==> src/rtl/writeback_ctrl.sv <==
// Write-back staging for the even/odd execution pipes: delays each result by its
// unit latency and resolves same-target collisions before the register file ports.
module writeback_ctrl #(
  parameter int unsigned DEPTH  = 7,
  parameter int unsigned ADDR_W = 7,
  parameter int unsigned DATA_W = 128
) (
  input  logic              clock,
  input  logic              reset,
  input  logic              ep_valid,
  input  logic [ADDR_W-1:0] ep_rt,
  input  logic [DATA_W-1:0] ep_value,
  input  logic [2:0]        ep_lat,
  input  logic              ep_younger,
  input  logic              op_valid,
  input  logic [ADDR_W-1:0] op_rt,
  input  logic [DATA_W-1:0] op_value,
  input  logic [2:0]        op_lat,
  input  logic              op_younger,
  input  logic              flush,
  output logic              wrt_en_ep,
  output logic [ADDR_W-1:0] rt_ep_address,
  output logic [DATA_W-1:0] rt_value_ep,
  output logic              wrt_en_op,
  output logic [ADDR_W-1:0] rt_op_address,
  output logic [DATA_W-1:0] rt_value_op,
  output logic              slot_err,
  output logic              lat_err,
  output logic              coll
);

  typedef struct packed {
    logic              vld;
    logic [ADDR_W-1:0] rt;
    logic [DATA_W-1:0] val;
    logic              yng;
  } entry_t;

  entry_t ep_q [DEPTH];
  entry_t ep_d [DEPTH];
  entry_t op_q [DEPTH];
  entry_t op_d [DEPTH];
  entry_t ep_new;
  entry_t op_new;
  logic   ep_ok;
  logic   op_ok;
  logic   slot_err_q, slot_err_d;
  logic   lat_err_q, lat_err_d;
  logic   coll_q, coll_d;

  always_comb begin
    ep_new = '{vld: 1'b1, rt: ep_rt, val: ep_value, yng: ep_younger};
    op_new = '{vld: 1'b1, rt: op_rt, val: op_value, yng: op_younger};
    ep_ok  = (ep_lat != 3'd0) && (32'(ep_lat) <= DEPTH);
    op_ok  = (op_lat != 3'd0) && (32'(op_lat) <= DEPTH);

    ep_d[0] = '0;
    op_d[0] = '0;
    for (int unsigned s = 1; s < DEPTH; s++) begin
      ep_d[s] = ep_q[s-1];
      op_d[s] = op_q[s-1];
    end

    slot_err_d = 1'b0;
    lat_err_d  = 1'b0;
    coll_d     = 1'b0;

    if (flush) begin
      // The output stage keeps whatever shifted into it this edge.
      for (int unsigned s = 0; s < DEPTH - 1; s++) begin
        ep_d[s] = '0;
        op_d[s] = '0;
      end
    end else begin
      if (ep_valid && !ep_ok) lat_err_d = 1'b1;
      if (op_valid && !op_ok) lat_err_d = 1'b1;
      for (int unsigned s = 0; s < DEPTH; s++) begin
        if (ep_valid && ep_ok && (s == DEPTH - 32'(ep_lat))) begin
          if (ep_d[s].vld) slot_err_d = 1'b1;
          else             ep_d[s]    = ep_new;
        end
        if (op_valid && op_ok && (s == DEPTH - 32'(op_lat))) begin
          if (op_d[s].vld) slot_err_d = 1'b1;
          else             op_d[s]    = op_new;
        end
      end
    end

    // Same-target pair entering the output stages: younger wins, ties go to odd.
    if (ep_d[DEPTH-1].vld && op_d[DEPTH-1].vld &&
        (ep_d[DEPTH-1].rt == op_d[DEPTH-1].rt)) begin
      coll_d = 1'b1;
      if (ep_d[DEPTH-1].yng && !op_d[DEPTH-1].yng) op_d[DEPTH-1].vld = 1'b0;
      else                                         ep_d[DEPTH-1].vld = 1'b0;
    end
  end

  always_ff @(posedge clock or negedge reset) begin
    if (!reset) begin
      for (int unsigned s = 0; s < DEPTH; s++) begin
        ep_q[s] <= '0;
        op_q[s] <= '0;
      end
      slot_err_q <= 1'b0;
      lat_err_q  <= 1'b0;
      coll_q     <= 1'b0;
    end else begin
      for (int unsigned s = 0; s < DEPTH; s++) begin
        ep_q[s] <= ep_d[s];
        op_q[s] <= op_d[s];
      end
      slot_err_q <= slot_err_d;
      lat_err_q  <= lat_err_d;
      coll_q     <= coll_d;
    end
  end

  assign wrt_en_ep     = ep_q[DEPTH-1].vld;
  assign rt_ep_address = ep_q[DEPTH-1].rt;
  assign rt_value_ep   = ep_q[DEPTH-1].val;
  assign wrt_en_op     = op_q[DEPTH-1].vld;
  assign rt_op_address = op_q[DEPTH-1].rt;
  assign rt_value_op   = op_q[DEPTH-1].val;
  assign slot_err      = slot_err_q;
  assign lat_err       = lat_err_q;
  assign coll          = coll_q;

endmodule
==> config.mk <==
export PLATFORM = sky130hd
export DESIGN_NAME = writeback_ctrl
export DESIGN_NICKNAME = d
export VERILOG_FILES = /design/src/rtl/writeback_ctrl.sv
export SDC_FILE = /design/constraint.sdc
export NUM_CORES = 2
export LEC_CHECK = 0
export ABC_CLOCK_PERIOD_IN_PS = 5450
export CORE_UTILIZATION = 46
export CTS_BUF_LIST = sky130_fd_sc_hd__clkbuf_4 sky130_fd_sc_hd__clkbuf_8 sky130_fd_sc_hd__clkbuf_16
export DETAILED_ROUTE_END_ITERATION = 6
export HOLD_SLACK_MARGIN = 0.06
export PLACE_DENSITY = 0.65
export SYNTH_ARGS = -nofsm -noshare
export SYNTH_HDL_FRONTEND = slang
export SYNTH_SLANG_ARGS = --single-unit
==> constraint.sdc <==
create_clock -name clock -period 5.45 [get_ports clock]
set_input_delay 0.545 -clock clock [delete_from_list [all_inputs] [get_ports clock]]
set_output_delay 0.545 -clock clock [all_outputs]
set_load 0.005 [all_outputs]
==> results_dict.tcl <==
set metrics [dict create \
    synth_nets 7719 \
    cts_num_sinks 1919 \
    dpl.hpwl_mm 104 \
    place_congestion 0.783 \
    die_x_um 404 \
    status "complete, no violations" \
    yosysSeqAreaShare 0.645 \
    power_density_nw_per_um2 350 \
    worstHoldEndpoint "ep_q[273]$_DFF_PN0_" \
    layout_common_cells "nand2_1 (2726), dfrtp_1 (1919), a21oi_1 (1365)" \
    antenna_left 0 \
    cts_root_buf "clkbuf_16" \
    cp-end-kind "flop" \
    r2r-end "wrt_en_op$_DFF_PN0_" \
    tightestPinTransition_ns 1.17 \
    worstHoldStart "flush" \
    antenna_found_initial 38 \
    drt-initial-drc-count 4142 \
    ios 558 \
    detail_route.vias_per_cell 5.28 \
    htree_levels 4 \
    rsz0062_at_grt "false" \
    track_usage 0.239 \
    max-vdd-ir-drop_mv 0.309 \
    area_growth_pct 16.8 \
    fin_crit_ns 2.92 \
    core_area_sq_um 161000 \
    drt_pre_antenna_iters 5 \
    r2r-start "ep_q[273]$_DFF_PN0_" \
    stdcell_area_sq_um 86900 \
    crit_arrival_ns 3.59 \
    ctsResizeCount 0 \
    critical_path_required_ns 6.12 \
    clk_pin_slew_ns 0.06 \
    clk_latency_ns 0.82 \
    route.vias.total 51900 \
    wl_per_cell_um 19.8 \
    reg2reg_depth 5 \
    grt_max_degree 232 \
    ys_types 38 \
    drt_wl_total_mm 194 \
    post_cts.repair.setup_buffers 0 \
    skew_ns 0.0599 \
    hold_buffers 1 \
    setup_slack_ns 2.53 \
    hp-class "in -> reg" \
    timing.final.crit_share 0.536 \
    cts_tree "yes" \
    drc 0 \
    grt_pass1_wl_mm 307 \
    grt-ovfl-total 0 \
    dieArea_sq_um 163000 \
    grt_pass1_vias 52600 \
    cts.path.max_buffers 3 \
    fmax_mhz 342 \
    ys_ff_latch 1919 \
    worst-path-max-fanout 45 \
    worstSetupPathType "in -> reg" \
    cts_buffers 196 \
    tns_ns 0 \
    io_buffer_count 557 \
    final-max-slew-violation-count 0 \
    max_slew_margin 0.221 \
    syn-cell-area_sq_um 74400 \
    nets 7776 \
    r2r_slack_ns 2.66 \
    ys_warn_count 0 \
    synth_area_per_cell_sq_um 10.0 \
    fill_cells 13800 \
    hold_viol 0 \
    dpl_cell_area_sq_um 79900 \
    crit_path_start_kind "input port" \
    final_common_cell "nand2_1" \
    cap_violations 0 \
    hold_depth 2 \
    start_util 0.463 \
    chipHeight_um 404 \
    drive_gt1_frac 0.0964 \
    num_rows 147 \
    power_leakage_nw 38.7 \
    pre_cts_slack_ns 1.70 \
    setup_viol 0 \
    syn_inst 7436 \
]
## synthesized netlist by cell type
master / instances / area (sq um)
buf_6: 2 / 22.5
o21ai_0: 1 / 5.00
nand3_1: 3 / 15.0
or3b_2: 1 / 8.76
mux2_4: 2 / 30.0
o21bai_1: 1 / 7.51
buf_2: 3 / 15.0
nand4_1: 1 / 6.26
nor4_1: 3 / 18.8
o211ai_1: 1 / 7.51
a22oi_1: 2 / 15.0
nor3_1: 7 / 35.0
nand4bb_1: 1 / 11.3
or2_2: 1 / 6.26
or3_1: 6 / 37.5
or4_4: 2 / 22.5
a31oi_1: 5 / 31.3
xor2_1: 4 / 35.0
dfrtp_1: 1919 / 48000
nor3b_1: 3 / 22.5
o31a_1: 2 / 17.5
a21oi_1: 1365 / 6830
or4_1: 2 / 15.0
mux2_2: 263 / 2960
clkbuf_1: 483 / 1810
nor2b_1: 4 / 25.0
mux2i_1: 11 / 110
and2_1: 272 / 1700
inv_1: 8 / 30.0
nand2b_4: 1 / 13.8
xnor2_1: 3 / 26.3
a221oi_1: 1 / 8.76
nor2_1: 24 / 90.1
buf_4: 270 / 2030
nand2b_1: 4 / 25.0
nand3b_1: 1 / 7.51
buf_1: 28 / 105
nand2_1: 2726 / 10200
## worst max-delay path by stage
stage	from	to	slack, ns	depth (start not counted)
global route	op_lat[2]	wrt_en_ep$_DFF_PN0_	2.47	7
floorplan	ep_lat[2]	wrt_en_ep$_DFF_PN0_	2.64	8
finish	op_lat[0]	wrt_en_op$_DFF_PN0_	2.53	7
detailed placement	op_lat[2]	wrt_en_ep$_DFF_PN0_	1.70	7
global placement	op_lat[2]	wrt_en_op$_DFF_PN0_	1.76	7
CTS	op_lat[2]	wrt_en_op$_DFF_PN0_	2.60	7
## cell type report
class,count,area (sq um),share of cell area
clock buffers,307,6150,0.0708
repair buffers,645,6700,0.0771
multi-input cells,4723,22500,0.259
flip-flops and latches,1919,48000,0.552
inverters,8,30.0,0.000345
diodes,10,25.0,0.000288
well taps,2160,2700,0.0311
clock inverters,52,801,0.00921
## sequential cells by signal, indices dropped and copies added (netlist names)
name and cells:
rt_op_address 7, wrt_en_ep 1, ep_q 822, rt_value_ep 128
coll 1, op_q 822, wrt_en_op 1, slot_err 1
lat_err 1, rt_value_op 128, rt_ep_address 7
## stage by stage
step	power, mW	std cells	hold slack, ns	util
after floorplan	15.5	7436	0.249	-
after global placement	16.5	9454	0.456	0.498
after detailed placement	16.6	9454	0.460	0.498
after CTS	30.7	9814	0.165	0.541
after global routing	31.5	9821	0.213	0.541
final	30.4	9824	0.223	0.541
## critical path, stage by stage
cell and delay, ns:
clkdlybuf4s50_1 0.76, nand4bb_1 0.18, or3_4 0.62, mux2_2 0.41, xor2_1 0.17, or4_4 0.55
o31a_1 0.31
## kinds of logic (layout without fill, tap and decap cells)
logic type	Yosys count	in the layout	synth area share
and+or+nand+nor	3062	3062	0.165
DFF	1919	1919	0.645
AOI/OAI and AO/OA	1378	1378	0.0930
buffers and inverters	794	1012	0.0539
muxes	276	276	0.0417
xor gates and xnor gates	7	7	0.000824
other	0	10	0
## where the power goes
| group | switching, mW | internal [mW] | total (mW) |
|---|---|---|---|
| Clock | 5.63 | 8.48 | 14.1 |
| Combinational | 1.14 | 0.538 | 1.68 |
| Sequential | 0.0911 | 14.5 | 14.6 |
| Total | 6.87 | 23.5 | 30.4 |
## routing by layer
layer  share of wire  track usage
met2            0.47        0.372
met5          0.0013            0
met4           0.022       0.0657
met1            0.43        0.329
met3           0.078       0.0667
(Power assumes the default switching activity.)
